**config.mk**
```make
export PLATFORM = sky130hd
export DESIGN_NAME = kf8259_request_service_core
export DESIGN_NICKNAME = d
export VERILOG_FILES = /design/src/rtl/kf8259_common_pkg.sv /design/src/rtl/kf8259_priority_select.sv /design/src/rtl/kf8259_request_service_core.sv
export SDC_FILE = /design/constraint.sdc
export NUM_CORES = 1
export LEC_CHECK = 0
export CORE_MARGIN = 8
export CORE_UTILIZATION = 44
export CTS_CLUSTER_SIZE = 24
export DETAILED_ROUTE_END_ITERATION = 7
export GPL_ROUTABILITY_DRIVEN = 0
export HOLD_SLACK_MARGIN = 0.05
export PLACE_DENSITY = 0.68
export SETUP_SLACK_MARGIN = 0.2
export SKIP_LAST_GASP = 1
export SYNTH_ARGS = -nofsm -noshare
export SYNTH_HDL_FRONTEND = slang
export SYNTH_HIERARCHICAL = 1
export SYNTH_SLANG_ARGS = --single-unit
```
**constraint.sdc**
```tcl
create_clock -name clock -period 13.4 [get_ports clock]
set_input_delay 2.68 -clock clock [delete_from_list [all_inputs] [get_ports clock]]
set_output_delay 2.68 -clock clock [all_outputs]
set_load 0.05 [all_outputs]
```
**src/rtl/kf8259_common_pkg.sv**
```systemverilog
// Shared types, constants and bit-vector helpers for the KF8259 interrupt
// request/service path.
//   IR_WIDTH      : number of interrupt request levels
//   trig_mode_e   : trigger mode of the IR inputs
//   bit2num       : one-hot vector to level number
//   rotate_right  : 8-bit rotate toward bit 0
//   rotate_left   : 8-bit rotate toward bit 7
//   find_first_one: isolate the lowest set bit
package kf8259_common_pkg;

    localparam int unsigned IR_WIDTH = 8;

    typedef enum logic {
        TRIG_EDGE  = 1'b0,
        TRIG_LEVEL = 1'b1
    } trig_mode_e;

    function automatic logic [2:0] bit2num(input logic [7:0] onehot);
        logic [2:0] num;
        num = '0;
        for (int unsigned i = 0; i < 8; i++) begin
            if (onehot[i]) num = num | 3'(i);
        end
        return num;
    endfunction

    function automatic logic [7:0] rotate_right(input logic [7:0] v, input logic [2:0] n);
        logic [15:0] d;
        d = {v, v} >> n;
        return d[7:0];
    endfunction

    function automatic logic [7:0] rotate_left(input logic [7:0] v, input logic [2:0] n);
        logic [15:0] d;
        d = {v, v} << n;
        return d[15:8];
    endfunction

    function automatic logic [7:0] find_first_one(input logic [7:0] v);
        return v & (~v + 8'd1);
    endfunction

endpackage

```
**src/rtl/kf8259_priority_select.sv**
```systemverilog
// Rotating priority resolver: returns the one-hot highest-priority set bit
// of request_vector, where level (priority_rotate+1) mod 8 is the highest.
//   request_vector  in  8  candidate levels
//   priority_rotate in  3  lowest-priority level number
//   highest_bit     out 8  one-hot winner, or 0
module kf8259_priority_select
    import kf8259_common_pkg::*;
(
    input  logic [IR_WIDTH-1:0] request_vector,
    input  logic [2:0]          priority_rotate,
    output logic [IR_WIDTH-1:0] highest_bit
);

    logic [2:0]          shift;
    logic [IR_WIDTH-1:0] rotated;

    // Rotate so the highest-priority level lands on bit 0, pick the lowest
    // set bit, then rotate the one-hot result back into place.
    assign shift       = priority_rotate + 3'd1;
    assign rotated     = rotate_right(request_vector, shift);
    assign highest_bit = rotate_left(find_first_one(rotated), shift);

endmodule

```
**src/rtl/kf8259_request_service_core.sv**
```systemverilog
// KF8259 interrupt request / in-service stage: synchronises IR pins, holds
// IRR and ISR, and resolves the winning request with rotation, masking and
// nesting.
//   clock, reset                    clock; asynchronous active-high reset
//   interrupt_request_pin           raw IR0-IR7 lines
//   level_or_edge_triggered_config  1 = level, 0 = edge triggered
//   freeze                          hold the IRR set path
//   clear_interrupt_request         per-bit IRR clear
//   interrupt_mask                  IMR, 1 masks a level
//   priority_rotate                 lowest-priority level number
//   latch_in_service                copy interrupt into ISR
//   end_of_interrupt                per-bit ISR clear
//   interrupt_request_register      IRR
//   in_service_register             ISR
//   highest_level_in_service        one-hot top ISR bit, or 0
//   interrupt                       one-hot winning request, or 0
module kf8259_request_service_core
    import kf8259_common_pkg::*;
#(
    parameter int unsigned SYNC_STAGES = 2
)
(
    input  logic                clock,
    input  logic                reset,
    input  logic [IR_WIDTH-1:0] interrupt_request_pin,
    input  logic                level_or_edge_triggered_config,
    input  logic                freeze,
    input  logic [IR_WIDTH-1:0] clear_interrupt_request,
    input  logic [IR_WIDTH-1:0] interrupt_mask,
    input  logic [2:0]          priority_rotate,
    input  logic                latch_in_service,
    input  logic [IR_WIDTH-1:0] end_of_interrupt,
    output logic [IR_WIDTH-1:0] interrupt_request_register,
    output logic [IR_WIDTH-1:0] in_service_register,
    output logic [IR_WIDTH-1:0] highest_level_in_service,
    output logic [IR_WIDTH-1:0] interrupt
);

    logic [IR_WIDTH-1:0] sync_q [SYNC_STAGES];
    logic [IR_WIDTH-1:0] prev_q;
    logic [IR_WIDTH-1:0] irr_q, irr_d;
    logic [IR_WIDTH-1:0] isr_q, isr_d;
    logic [IR_WIDTH-1:0] pend_q, pend_d;
    trig_mode_e          mode_q;
    trig_mode_e          mode_now;

    logic [IR_WIDTH-1:0] sync_out;
    logic [IR_WIDTH-1:0] rise;
    logic [IR_WIDTH-1:0] winner;
    logic [IR_WIDTH-1:0] isr_top;
    logic [2:0]          shift;
    logic                winner_outranks;

    assign mode_now = trig_mode_e'(level_or_edge_triggered_config);
    assign sync_out = sync_q[SYNC_STAGES-1];
    assign rise     = sync_out & ~prev_q;

    always_ff @(posedge clock or posedge reset) begin
        if (reset) begin
            for (int unsigned i = 0; i < SYNC_STAGES; i++) sync_q[i] <= '0;
            prev_q <= '0;
            irr_q  <= '0;
            isr_q  <= '0;
            pend_q <= '0;
            mode_q <= TRIG_EDGE;
        end else begin
            sync_q[0] <= interrupt_request_pin;
            for (int unsigned i = 1; i < SYNC_STAGES; i++) sync_q[i] <= sync_q[i-1];
            prev_q <= sync_out;
            irr_q  <= irr_d;
            isr_q  <= isr_d;
            pend_q <= pend_d;
            mode_q <= mode_now;
        end
    end

    // Edges seen while frozen are parked in pend_q and merged into IRR on the
    // first unfrozen cycle; clear always wins over both paths.
    always_comb begin
        irr_d  = irr_q;
        pend_d = '0;
        if (mode_now == TRIG_LEVEL) begin
            if (!freeze) irr_d = sync_out;
        end else begin
            if (freeze) pend_d = pend_q | rise;
            else        irr_d  = irr_q | rise | pend_q;
            if (mode_now != mode_q) pend_d = '0;
        end
        irr_d  = irr_d  & ~clear_interrupt_request;
        pend_d = pend_d & ~clear_interrupt_request;
    end

    kf8259_priority_select u_isr_select (
        .request_vector  (isr_q),
        .priority_rotate (priority_rotate),
        .highest_bit     (isr_top)
    );

    kf8259_priority_select u_irr_select (
        .request_vector  (irr_q & ~interrupt_mask),
        .priority_rotate (priority_rotate),
        .highest_bit     (winner)
    );

    // In the rotated frame a lower bit position means higher priority, so
    // comparing rotated one-hot values ranks the two levels; equal loses.
    assign shift           = priority_rotate + 3'd1;
    assign winner_outranks = (rotate_right(winner, shift) < rotate_right(isr_top, shift));
    assign interrupt       = ((isr_q == '0) || winner_outranks) ? winner : '0;

    always_comb begin
        isr_d = (isr_q & ~end_of_interrupt) | (latch_in_service ? interrupt : '0);
    end

    assign interrupt_request_register = irr_q;
    assign in_service_register        = isr_q;
    assign highest_level_in_service   = isr_top;

endmodule

```
-- Word-level counts from Yosys, hierarchy flattened
Index checks and enable logic that the tools add are counted.
- bits in registers: 49
- input bits: 40
- output and inout bits: 32
- logic and storage cells: 45
- $add $sub $neg: 3
- magnitude comparators: 1
- equal/unequal tests: 1
- shift operators: 6
- muxes and demuxes: 8
- bitwise logic cells: 17
- reduce and logical (&&, ||, !) cells: 2
- operators by type and width (operator ; count):
    $mux 8 ; 8
    $shr 16x3->8 ; 4
    $and 8x8->8 ; 7
    $not 8->8 ; 6
    $or 8x8->8 ; 4
    $shl 16x3->16 ; 2
    $add 8x1->8 const B ; 2
    $logic_not 8->1 ; 1
    $lt 8x8->1 ; 1
    $add 3x1->3 const B ; 1
    $logic_or 1x1->1 ; 1
    $ne 1x1->1 ; 1

-- Longest topological paths before layout
- depth after elaboration: 13
- mapped depth: 20
- mapped depth without buffers: 17

-- By module
Netlist, hierarchy kept.
- by module, submodules not included (module ; instances ; cells each ; area each (sq um) ; sequential area each (sq um)):
    kf8259_request_service_core ; 1 ; 244 ; 2591.2 ; 1226.2
    kf8259_priority_select ; 2 ; 105 ; 822.0 ; 0.0

-- Least setup slack after synthesis
OpenSTA, ideal clock, no wires.
- path type: input port to output port
- start point: input port priority_rotate[0]
- end point: output port interrupt[0]
- data arrival time: 8331 ps
- required time: 10720 ps
- path slack: 2389 ps
- stages on the path: 15
- buffers on the path: 0
- cell sequence: ha_1 xnor2_1 mux2_2 a21oi_2 a31oi_1 o41ai_1 mux2_2 o21ai_0 mux2_2 ha_1 a211oi_1 nor2_1 nor3_1 o21ai_4 a21oi_1
- word-level cells in the longest chain between the ends: 10
- elaborated cells between the ends (all ways): 16
- those cells by class: add/sub: 3; order compare: 1; shift: 6; mux: 1; bitwise: 4; reduce/logical: 1
- ends and longest elaborated chain (element ; RTL line ; RTL):
    from (decl) ; kf8259_request_service_core.sv:30 ; input logic [2:0] priority_rotate,
    $add 3x1->3 * ; kf8259_priority_select.sv:19 ; assign shift = priority_rotate + 3'd1;
    $shr 16x3->8 ; kf8259_common_pkg.sv:29 ; d = {v, v} >> n;
    $not 8->8 ; kf8259_common_pkg.sv:40 ; return v & (~v + 8'd1);
    $add 8x1->8 ; kf8259_common_pkg.sv:40 ;
    $and 8x8->8 ; kf8259_common_pkg.sv:40 ;
    $shl 16x3->16 * ; kf8259_common_pkg.sv:35 ; d = {v, v} << n;
    net highest_level_in_service[2] ; kf8259_request_service_core.sv:35 ; output logic [IR_WIDTH-1:0] highest_level_in_service,
    $shr 16x3->8 * ; kf8259_common_pkg.sv:29 ;
    $lt 8x8->1 * ; kf8259_request_service_core.sv:108 ; assign winner_outranks = (rotate_right(winner, shift) < rotate_right(isr_top, shift));
    $logic_or 1x1->1 * ; kf8259_request_service_core.sv:109 ; assign interrupt = ((isr_q == '0) || winner_outranks) ? winner : '0;
    $mux 8 * ; kf8259_request_service_core.sv:109 ;
    to (decl) ; kf8259_request_service_core.sv:36 ; output logic [IR_WIDTH-1:0] interrupt
Mark *: on every way through the listed nets, which the timed path passes. The rest lies on a longest branch.

-- Worst setup path in the final report
- start point: input port priority_rotate[0]
- end point: output port interrupt[4]
- word-level cells in the longest chain between the ends: 10
- elaborated cells between the ends (all ways): 16
- those cells by class: add/sub: 3; order compare: 1; shift: 6; mux: 1; bitwise: 4; reduce/logical: 1
- ends and longest elaborated chain (element ; RTL line):
    $add 3x1->3 * ; kf8259_priority_select.sv:19, kf8259_request_service_core.sv:107
    $shr 16x3->8 ; kf8259_common_pkg.sv:29
    $not 8->8 ; kf8259_common_pkg.sv:40
    $add 8x1->8 ; kf8259_common_pkg.sv:40
    $and 8x8->8 ; kf8259_common_pkg.sv:40
    $shl 16x3->16 ; kf8259_common_pkg.sv:35
    $shr 16x3->8 ; kf8259_common_pkg.sv:29
    $lt 8x8->1 ; kf8259_request_service_core.sv:108
    $logic_or 1x1->1 ; kf8259_request_service_core.sv:109
    $mux 8 * ; kf8259_request_service_core.sv:109
Mark *: on every way between the ends. The rest lies on a longest branch, timed or not.

==> flow_summary.yaml <==
timing:
  final-max-slew-violation-count: 0
  fin_tns_setup_ns: 0
  max_freq_ghz: 0.0832
  relSlewSlack: 0.258
  rsz0062_at_grt: "no"
  hold_viol: 0
  fin_skew_ns: 0.00925
  max_slew.worst_pin.slew_ns: 1.11
  period_share: 0.896
  whs_ns: 0.353
  setup_viol: 0
  min_period_ns: 12.01
layout:
  area_growth_pct: 18.2
  fin_util: 0.524
  drive_gt1_frac: 0.144
  fin_cells: 647
  final_cell_mix: "clkdlybuf4s50_1 (71), dfrtp_1 (49), nor2_1 (47), a21oi_1 (38), inv_1 (34)"
  finalNetCount: 563
  diodes: 0
  layout_commonest_cell: "clkdlybuf4s50_1"
yosys:
  synth_edf_count: 0
  async_flop_share: 1.00
  synth_flop_cell: "dfrtp_1"
  ys_seq_area_frac: 0.290
  synth.distinct_cells: 61
  syn_inst: 454
  synth_warnings: 6
  syn_area_mm2: 0.00424
  postSynthAreaPerCell_um2: 9.33
  syn-num-nets: 504
  synth_seq_cells: 49
floorplan:
  die-area_mm2: 0.0130
  die_h_um: 114
  die_w_um: 114
  initial_core_util: 0.444
  rows: 36
  coreArea_mm2: 0.00955
  ios: 72
setup_path:
  required_ns: 10.72
  critPathMaxFanout: 33
  cp_slowest_cell: "ha_1"
  critical_path_class: "input pin to output port"
  slowest_delay_ns: 1.23
  arrival_ns: 9.33
  endpoint_kind: "output port"
  crit_path_cell_trace: "clkdlybuf4s50_1 -> ha_1 -> mux2_2 -> mux2_2 -> and2_1 -> nor4_1 -> nand2_1 -> a31oi_1 -> mux2i_1 -> nand2_1 -> o21ai_0 -> mux2_2 -> ha_1 -> a211oi_1 -> nor2_1 -> nor3_1 -> o21ai_4 -> a21oi_1 -> clkdlybuf4s50_1"
  cpMostUsedCell: "mux2_2"
  r2r_slack_ns: 8.45
  start_kind: "input pin"
power_and_ir_drop:
  power_frac_clock: 0.134
  power.internal_uw: 336
  p_switching_uw: 287
  p_leak_nw: 2.04
  power_uw: 623
  power_frac_seq: 0.292
  power_frac_comb: 0.574
  p_sw_frac: 0.461
  powerDensity_mw_per_mm2: 124
  irDropWorstVdd_v: 0.0000708
place:
  portBuffers: 71
  dp_cells: 639
  hpwl_um: 8530
global_routing:
  grtUsageMet3: 0.0322
  grt_antenna_before_repair: 0
  grt_pass1_wl_um: 19300
  met2_usage: 0.310
  grt_overflow: 0
  grt_max_degree: 50
  grt_usage: 0.179
  grt_pass1_vias: 3991
  use_met1: 0.219
  grt.busiest_layer: "met2"
outcome:
  status: "finished, final reports clean"
clocking:
  numCtsBuffers: 5
  cts_tree: "yes"
  htreeDepth: 2
  clock_latency_ns: 0.30
  cts_root_buf: "clkbuf_8"
  cts_setup_buffers: 0
  clkTransAtPathRegs_ns: 0.08
  postCtsHoldBufs: 0
  cts_resized: 0
  clk_path_buf_depth: 2
  cts.sinks: 49
routing:
  dr.pass1.iters: 5
  vias: 3832
  drc: 0
  viasPerCell: 5.92
  avgRoutedWirePerCell_um: 17.6
  ant_nets: 0
  wirelength_um: 11400
  drt-initial-drc-count: 203
hold_path:
  hold_class: "flop to flop"
job:
  cap_violations: 0
[synthesized netlist by cell type (9+ instances only)]
master,n,area share
dfrtp_1,49,0.29
nor2_1,47,0.042
a21oi_1,38,0.045
inv_1,35,0.031
mux2i_1,27,0.064
nor3_1,25,0.030
mux2_2,21,0.056
nand2_1,21,0.019
a31oi_1,14,0.021
ha_1,10,0.030
nor4_1,9,0.013
[worst max-delay path, delay by kind of cell]
family                   cells  cell delay [ns]
buffers and inverters        2             1.58
adder cells (fa/ha/maj)      2             1.52
AND/OR/NAND/NOR              6             1.32
multiplexers                 4             1.19
AO/OA/AOI/OAI                5             1.03
[cell families (layout without fill, tap and decap cells)]
| kind of cell | count (synthesis) | count (layout) | share of synthesized area |
|---|---|---|---|
| mux | 60 | 60 | 0.182 |
| fa+ha+maj | 10 | 10 | 0.0295 |
| xor+xnor | 7 | 7 | 0.0145 |
| compound gates | 121 | 121 | 0.211 |
| flops | 49 | 49 | 0.290 |
| simple gates | 147 | 147 | 0.185 |
| buf+inv | 60 | 120 | 0.0886 |
[final timing paths]
kind / start / to / cells after the start
setup / recovery: priority_rotate[0] / interrupt[4] / 19
hold / removal: sync_q[11] / sync_out[3] / 0
setup reg to reg: interrupt_request_register[0] / in_service_register[5] / 16
hold reg to reg: sync_q[11] / sync_out[3] / 0
max in group asynchronous: reset / sync_q[8] / 2
min in group asynchronous: reset / sync_out[4] / 2
[power groups by stage]
stage / Combinational [mW] / Sequential (mW) / Clock (mW)
4_1_cts: 0.356 / 0.182 / 0.0860
3_5_place_dp: 0.355 / 0.185 / 0
5_1_grt: 0.387 / 0.184 / 0.0914
6_report: 0.358 / 0.182 / 0.0835
3_3_place_gp: 0.349 / 0.184 / 0
2_1_floorplan: 0.244 / 0.202 / 0
[stage by stage]
step | cell area (um2) | worst slack [ns]
after floorplan | 4240 | 2.39
after global placement | 4920 | 1.56
after detailed placement | 4920 | 1.50
after CTS | 5010 | 1.48
after global routing | 5010 | 0.840
final | 5010 | 1.39
[state kept, by name (all words and copies together), names as in the netlist]
name	flops
in_service_register	8
interrupt_request_register	8
mode_q	1
pend_q	8
prev_q	8
sync_out	8
sync_q	8
[metal layers]
layer	vias to the layer above	wire length, um
met1	1864	4850
met5	-	0
li1	1818	-
met3	23	657
met4	0	249
met2	127	5600
[final cells by class]
class                   count  area [um2]
multi-input cells         345        2640
clock inverters             3        17.5
fillers                   910        4540
well taps                 133         166
inverters                  35         131
flip-flops and latches     49        1230
clock buffers               5        68.8
repair buffers             77         756
(Power assumes the default switching activity.)
